### src/rtl/hamming_secded_pipe.sv
// Streaming extended-Hamming SEC-DED encoder / error injector / decoder.
// Three registered stages (encode, syndrome, correct) with valid/ready flow control and saturating error counters.
module hamming_secded_pipe #(
  parameter int DATA_W = 4,
  parameter int SECDED = 1,
  parameter int CNT_W  = 8,
  localparam int P     = (DATA_W <= 1)  ? 2 :
                         (DATA_W <= 4)  ? 3 :
                         (DATA_W <= 11) ? 4 :
                         (DATA_W <= 26) ? 5 : 6,
  localparam int N     = DATA_W + P,
  localparam int CW_W  = N + 1
) (
  input  logic              clk,
  input  logic              rst_n,
  input  logic              in_valid,
  output logic              in_ready,
  input  logic [DATA_W-1:0] in_data,
  input  logic [CW_W-1:0]   in_inject,
  output logic              out_valid,
  input  logic              out_ready,
  output logic [DATA_W-1:0] out_data,
  output logic [CW_W-1:0]   out_codeword,
  output logic [P-1:0]      out_syndrome,
  output logic              out_err_single,
  output logic              out_err_double,
  input  logic              clr_cnt,
  output logic [CNT_W-1:0]  corr_cnt,
  output logic [CNT_W-1:0]  uncorr_cnt
);

  function automatic logic is_data_pos(input int i);
    return ((i & (i - 1)) != 0);
  endfunction

  function automatic logic [CW_W-1:0] encode(input logic [DATA_W-1:0] d);
    logic [CW_W-1:0] cw;
    logic            par;
    int              j;
    cw = '0;
    j  = 0;
    for (int i = 1; i <= N; i++) begin
      if (is_data_pos(i)) begin
        cw[i] = d[j];
        j     = j + 1;
      end
    end
    for (int k = 0; k < P; k++) begin
      par = 1'b0;
      for (int i = 1; i <= N; i++) begin
        if (is_data_pos(i) && (((i >> k) & 1) != 0)) par = par ^ cw[i];
      end
      cw[1 << k] = par;
    end
    if (SECDED != 0) cw[0] = ^cw[N:1];
    else             cw[0] = 1'b0;
    return cw;
  endfunction

  function automatic logic [P-1:0] syndrome(input logic [CW_W-1:0] cw);
    logic [P-1:0] s;
    s = '0;
    for (int i = 1; i <= N; i++) begin
      if (cw[i]) s = s ^ P'(i);
    end
    return s;
  endfunction

  function automatic logic [DATA_W-1:0] extract(input logic [CW_W-1:0] cw);
    logic [DATA_W-1:0] d;
    int                j;
    d = '0;
    j = 0;
    for (int i = 1; i <= N; i++) begin
      if (is_data_pos(i)) begin
        d[j] = cw[i];
        j    = j + 1;
      end
    end
    return d;
  endfunction

  logic              s1_valid_r, s2_valid_r;
  logic [CW_W-1:0]   s1_cw_r, s2_cw_r;
  logic [P-1:0]      s2_syn_r;
  logic              s2_q_r;
  logic              s3_load_s, s2_load_s, s1_load_s, out_fire_s;
  logic [CW_W-1:0]   corr_cw_s;
  logic              single_s, double_s;

  // A stage may load when the stage after it is empty or draining this cycle.
  assign out_fire_s = out_valid & out_ready;
  assign s3_load_s  = s2_valid_r & (~out_valid | out_ready);
  assign s2_load_s  = s1_valid_r & (~s2_valid_r | s3_load_s);
  assign s1_load_s  = in_valid & in_ready;
  assign in_ready   = ~s1_valid_r | s2_load_s;

  // Decode: classify the syndrome/parity pair and flip the indicated bit.
  always_comb begin
    corr_cw_s = s2_cw_r;
    single_s  = 1'b0;
    double_s  = 1'b0;
    if (s2_syn_r == '0) begin
      if ((SECDED != 0) && s2_q_r) single_s = 1'b1;
      else                          single_s = 1'b0;
    end else if ((32'(s2_syn_r) <= N) && ((SECDED == 0) || s2_q_r)) begin
      single_s = 1'b1;
      for (int i = 1; i <= N; i++) begin
        if (32'(s2_syn_r) == i) corr_cw_s[i] = ~s2_cw_r[i];
      end
    end else begin
      double_s = 1'b1;
    end
  end

  // Encode and syndrome stages.
  always_ff @(posedge clk or negedge rst_n) begin
    if (!rst_n) begin
      s1_valid_r <= 1'b0;
      s1_cw_r    <= '0;
      s2_valid_r <= 1'b0;
      s2_cw_r    <= '0;
      s2_syn_r   <= '0;
      s2_q_r     <= 1'b0;
    end else begin
      if (s1_load_s)     s1_valid_r <= 1'b1;
      else if (s2_load_s) s1_valid_r <= 1'b0;
      if (s1_load_s) s1_cw_r <= encode(in_data) ^ in_inject;
      if (s2_load_s)      s2_valid_r <= 1'b1;
      else if (s3_load_s) s2_valid_r <= 1'b0;
      if (s2_load_s) begin
        s2_cw_r  <= s1_cw_r;
        s2_syn_r <= syndrome(s1_cw_r);
        s2_q_r   <= ^s1_cw_r;
      end
    end
  end

  // Output stage: holds while the consumer stalls.
  always_ff @(posedge clk or negedge rst_n) begin
    if (!rst_n) begin
      out_valid      <= 1'b0;
      out_data       <= '0;
      out_codeword   <= '0;
      out_syndrome   <= '0;
      out_err_single <= 1'b0;
      out_err_double <= 1'b0;
    end else begin
      if (s3_load_s) begin
        out_valid      <= 1'b1;
        out_data       <= extract(corr_cw_s);
        out_codeword   <= s2_cw_r;
        out_syndrome   <= s2_syn_r;
        out_err_single <= single_s;
        out_err_double <= double_s;
      end else if (out_fire_s) begin
        out_valid <= 1'b0;
      end
    end
  end

  // Saturating counters of delivered error beats; clear has priority.
  always_ff @(posedge clk or negedge rst_n) begin
    if (!rst_n) begin
      corr_cnt   <= '0;
      uncorr_cnt <= '0;
    end else if (clr_cnt) begin
      corr_cnt   <= '0;
      uncorr_cnt <= '0;
    end else if (out_fire_s) begin
      if (out_err_single && (corr_cnt != '1))   corr_cnt   <= corr_cnt + 1'b1;
      if (out_err_double && (uncorr_cnt != '1)) uncorr_cnt <= uncorr_cnt + 1'b1;
    end
  end

endmodule

### config.mk
export PLATFORM = sky130hd
export DESIGN_NAME = hamming_secded_pipe
export DESIGN_NICKNAME = d
export VERILOG_FILES = /design/src/rtl/hamming_secded_pipe.sv
export SDC_FILE = /design/constraint.sdc
export NUM_CORES = 1
export LEC_CHECK = 0
export BUFFER_PORTS_ARGS = -buffer_cell sky130_fd_sc_hd__buf_2
export CAP_MARGIN = 5
export CORE_MARGIN = 2
export CORE_UTILIZATION = 40
export DETAILED_ROUTE_END_ITERATION = 10
export HOLD_SLACK_MARGIN = 0.12
export SLEW_MARGIN = 20
export SYNTH_ARGS = -nofsm -noshare
export SYNTH_HDL_FRONTEND = slang
export SYNTH_SLANG_ARGS = --single-unit
### constraint.sdc
create_clock -name clk -period 1.6 [get_ports clk]
set_input_delay 0.16 -clock clk [delete_from_list [all_inputs] [get_ports clk]]
set_output_delay 0.16 -clock clk [all_outputs]
set_load 0.01 [all_outputs]
Yosys cells after proc, flatten, opt, wreduce, memory -nomap -nowiden
Index checks and enable logic that the tools add are counted.
- equal/unequal tests: 9
- order comparisons: 9
- bitwise logic cells: 30
- mux-type cells: 77
- add/sub/neg operators: 6
- reduce and logical (&&, ||, !) cells: 16
- operator list (cell ; number):
    less-than comparator 32 x 4 -> 1 bit, second input constant ; 6
    2-to-1 mux 32 bit ; 6
    adder 32 x 2 -> 32 bit, second input constant ; 4
    >= comparator 32 x 1 -> 1 bit, second input constant ; 3
    2-to-1 mux 8 bit ; 6
    2-to-1 mux 1 bit ; 40
    2-to-1 mux 3 bit ; 10
    adder 8 x 1 -> 8 bit, second input constant ; 2
    inequality test 8 bit, second input constant ; 2
    2-to-1 mux 7 bit ; 2
    bitwise mux 4 bit ; 3
    equality test 3 bit, second input constant ; 4
    inverter 1 bit ; 12
    nonzero test 2 bit ; 6
    2-to-1 mux 4 bit ; 2
    XOR reduction 8 bit ; 1
    XOR 8 bit ; 1
    XOR reduction 7 bit ; 1
    binary-select mux 1 bit (select 2 bit) ; 3
    demux 1 bit (select 2 bit) ; 3
    equality test 3 x 2 -> 1 bit, second input constant ; 2
    inverter 2 bit ; 3
    XOR 1 bit ; 6
    logical AND 1 bit ; 5
    7 further kinds ; 14
- logic and storage cells: 161
- bits in registers: 56
- input bits: 17
- output and inout bits: 35

Longest topological paths before layout
- depth in word-level cells: 23
- mapped depth: 6
- gate-level depth less buffers: 5

Least setup slack after synthesis
No wires, ideal clock.
- kind: reg2reg
- start point: register uncorr_cnt[0]
- end point: register uncorr_cnt[7]
- required time: 1522 ps
- stages on the path, launching flop included: 6
- arrival time: 1504 ps
- slack: 18 ps
- cell sequence: dfrtp_1 ha_1 nand4_4 o21ai_4 or4_1 a21oi_1
- word-level cells in the longest chain between the ends: 4
- elaborated cells on any way between the ends: 8
- ends and longest elaborated chain (item ; RTL line ; RTL):
    start: declaration ; 29 ; output logic [CNT_W-1:0] uncorr_cnt
    start signal: assignment ; 172 ; if (out_err_double && (uncorr_cnt != '1)) uncorr_cnt <= uncorr_cnt + 1'b1;
    adder 8 x 1 -> 8 bit / inequality test 8 bit (equally long branches) ; 172 ;
    2-to-1 mux 8 bit / logical AND 1 bit (equally long branches) ; 172 ;
    2-to-1 mux 8 bit / nonzero test 2 bit (equally long branches) ; n/a ;
    2-to-1 mux 8 bit / AND reduction 2 bit (equally long branches) ; n/a ;
Parallel ways exist; a longest one is shown, timed or not. The select of a mux whose other input is x is not followed.
A chain may end at the register's enable or synchronous reset.

Final worst setup path
Ends and elaborated chain as after synthesis.

==> flow_summary.ini <==
[critical_path]
critPathLaunch = uncorr_cnt[0]
cp.required_ns = 1.85
slowest_delay_ns = 0.49
rr_worst_depth = 5
rrSetupSlack_ns = 0.08
path_buf_inv = 0
startpoint_type = flop
crit_type = reg2reg
critPathCaptureType = flop
path_cells = ha_2 -> nand4_4 -> o21ai_4 -> or4_1 -> a21oi_2
cp_slowest_cell = or4_1
r2r_start = uncorr_cnt[0]
r2r_end = uncorr_cnt[7]
crit_family = simple AND/OR/NAND/NOR gates
cp_max_fo = 5
critPathArrivalTime_ns = 1.78

[layout]
regArea_um2 = 1400
synthToLayoutAreaGrowth_pct = 21.5
nFillCells = 611
diodes = 0
final_area_um2 = 3240
nets = 309
stdcell_count = 368
layout_commonest_cell = dfrtp_1
layout-drive-gt1-share_pct = 33.0
final_cell_mix = 56 x dfrtp_1, 51 x buf_2, 23 x nand2_1
multiInputGateArea_um2 = 1210

[synthesis]
syn_inst = 230
ys_warn_count = 0
ys_async_sr_fraction_pct = 100
ys_seq_elements = 56
syn_nets = 249
yosysTopAreaCell = dfrtp_1
synth.area.top_cells = dfrtp_1 53%, mux2_2 7.2%, xor2_1 6.6%
synth_top_area_share_pct = 52.5
synthFlopType = dfrtp_1
yosysSeqAreaShare_pct = 52.5
synth_edf_count = 0
syn-cell-area_um2 = 2670
ys_types = 41
avgSynthCellArea_um2 = 11.6

[clocking]
insertion_delay_ns = 0.31
cts_buffer_depth = 2
cts_sinks = 56
cts_setup_buffers = 0
cts_buffers = 5
cts_tree = yes
root_buffer = clkbuf_8
clk_pin_slew_ns = 0.10
cts-htree-levels = 2

[hold_path]
whs_path_depth = 3
holdPathEnd = s1_cw_r[3]
min_from = in_inject[3]
min_path_type = in2reg

[placement]
place_ws_ns = 0.0458
portBuffers = 51
dpl_cell_area_um2 = 3060
hpwlAfterDp_um = 3540
gp_congestion = 0.790
dp_cells = 356

[timing]
tns_ns = 0
whs_ns = 0.129
final.min_clock_period_ns = 1.52
rsz0062_at_grt = no
fmax_mhz = 656
slew-limit-headroom_pct = 71.9
worst_pin_slew_ns = 0.421
worst_slack_ns = 0.0752
setup_violations = 0
fin_skew_ns = 0.0186
hold_viol = 0
finalCritPeriodShare_pct = 95.3
maxSlewViolCount = 0

[power]
p_leak_nw = 1.53
ir_drop_mv = 0.590
p_per_area_nw_per_um2 = 1370

[global_routing]
antenna_found_initial = 0
grt_max_degree = 57
grt_util_met2_pct = 22.3
track_usage_pct = 14.1
grt-busiest-layer = met2
gr-total-overflow = 0
grtUsageMet3_pct = 3.18
grt_pass1_wl_um = 8270
grt_pass1_vias = 1761
met1_usage_pct = 19.1

[floorplanning]
die_h_um = 85.7
io_pins = 52
std_cell_rows = 29
dieArea_um2 = 7340
die_w_um = 85.7
start_util_pct = 41.8
coreArea_um2 = 6390

[detailed_routing]
antenna_left = 0
num_vias = 1839
routed_via_density = 5.00
drc = 0
wl_per_cell_um = 13.5
drtPass1Iterations = 4
drtIter0Drc = 98
wirelength_um = 4950

[run_status]
outcome = finished, final reports clean

[job]
cap_violations = 0
## per-layer routing
metal / vias up / part of all wire, %
met5: - / 0
met4: 0 / 1.4
met3: 5 / 3.7
met2: 37 / 45
met1: 877 / 49
li1: 920 / -
## sequential cells by signal (all words and copies together), names as in the netlist, 3 cells and up
register and count:
corr_cnt 8, out_codeword 8, s1_cw_r 8, s2_cw_r 8
uncorr_cnt 8, out_data 4, out_syndrome 3, s2_syn_r 3
## kinds of logic (layout without fill, tap and decap cells)
kind of cell               after synthesis  count (layout)  synth area share (%)
and+or+nand+nor                         66              66                  13.7
muxes                                   24              24                  10.5
adders and majority gates                2               2                 0.937
DFF                                     56              56                  52.5
xor gates and xnor gates                37              37                  12.1
buffers and inverters                   12              73                  2.20
AOI/OAI and AO/OA                       33              33                  7.97
## cell type report
cell class              count  share of cell area [%]
well taps                  77                    2.97
clock buffers               5                    2.12
inverters                   4                   0.463
flip-flops and latches     56                    43.2
clock inverters             3                    2.12
repair buffers             61                    11.7
multi-input cells         162                    37.5
## through the flow
| step | utilization [%] | power [mW] |
|---|---|---|
| CTS | 50.7 | 4.52 |
| floorplan | - | 2.90 |
| finish | 50.8 | 4.44 |
| detailed placement | 47.9 | 3.40 |
| global placement | 47.9 | 3.35 |
| global route | 50.8 | 4.75 |
## worst max path at each step
stage / to / slack [ns] / depth (start not counted)
6_report: uncorr_cnt[7] / 0.08 / 5
5_1_grt: uncorr_cnt[7] / 0.006 / 5
2_1_floorplan: uncorr_cnt[7] / 0.02 / 5
4_1_cts: uncorr_cnt[7] / 0.02 / 5
3_3_place_gp: uncorr_cnt[7] / 0.11 / 5
3_5_place_dp: uncorr_cnt[7] / 0.05 / 5
## cells in the mapped netlist, types with 2 or more instances
| master | number |
|---|---|
| a21oi_1 | 5 |
| mux2_2 | 17 |
| nand3_1 | 3 |
| nand2b_1 | 3 |
| clkbuf_1 | 4 |
| o31ai_1 | 2 |
| inv_1 | 4 |
| o2111ai_1 | 2 |
| and2_1 | 2 |
| ha_1 | 2 |
| xor2_1 | 20 |
| dfrtp_1 | 56 |
| nand4_1 | 4 |
| xnor2_1 | 17 |
| or3_1 | 3 |
| buf_2 | 2 |
| mux2_4 | 4 |
| mux2i_1 | 3 |
| nor2_1 | 11 |
| nand2_1 | 23 |
| nand4b_1 | 4 |
| and3_1 | 3 |
| o21ai_0 | 18 |
## where the power goes
| group | leakage, nW | internal (mW) | total, mW | switching [mW] |
|---|---|---|---|---|
| clock | 0.0687 | 0.630 | 1.10 | 0.470 |
| sequential | 0.707 | 1.79 | 2.10 | 0.317 |
| combinational | 0.753 | 0.679 | 1.24 | 0.559 |
## what timing repair did
item	CTS	global route
endpoints found under the setup margin	0	1
endpoints found under the hold margin	59	0
hold buffers	4	0
gates resized for setup	0	2
## worst register-to-register path: cells and delay by family (launching register included)
kind	cells	cell delay, ns
adders and majority gates	1	0.22
and+or+nand+nor	2	0.61
DFF	1	0.40
AOI/OAI and AO/OA	2	0.23
Power figures use the tool's default switching activity.
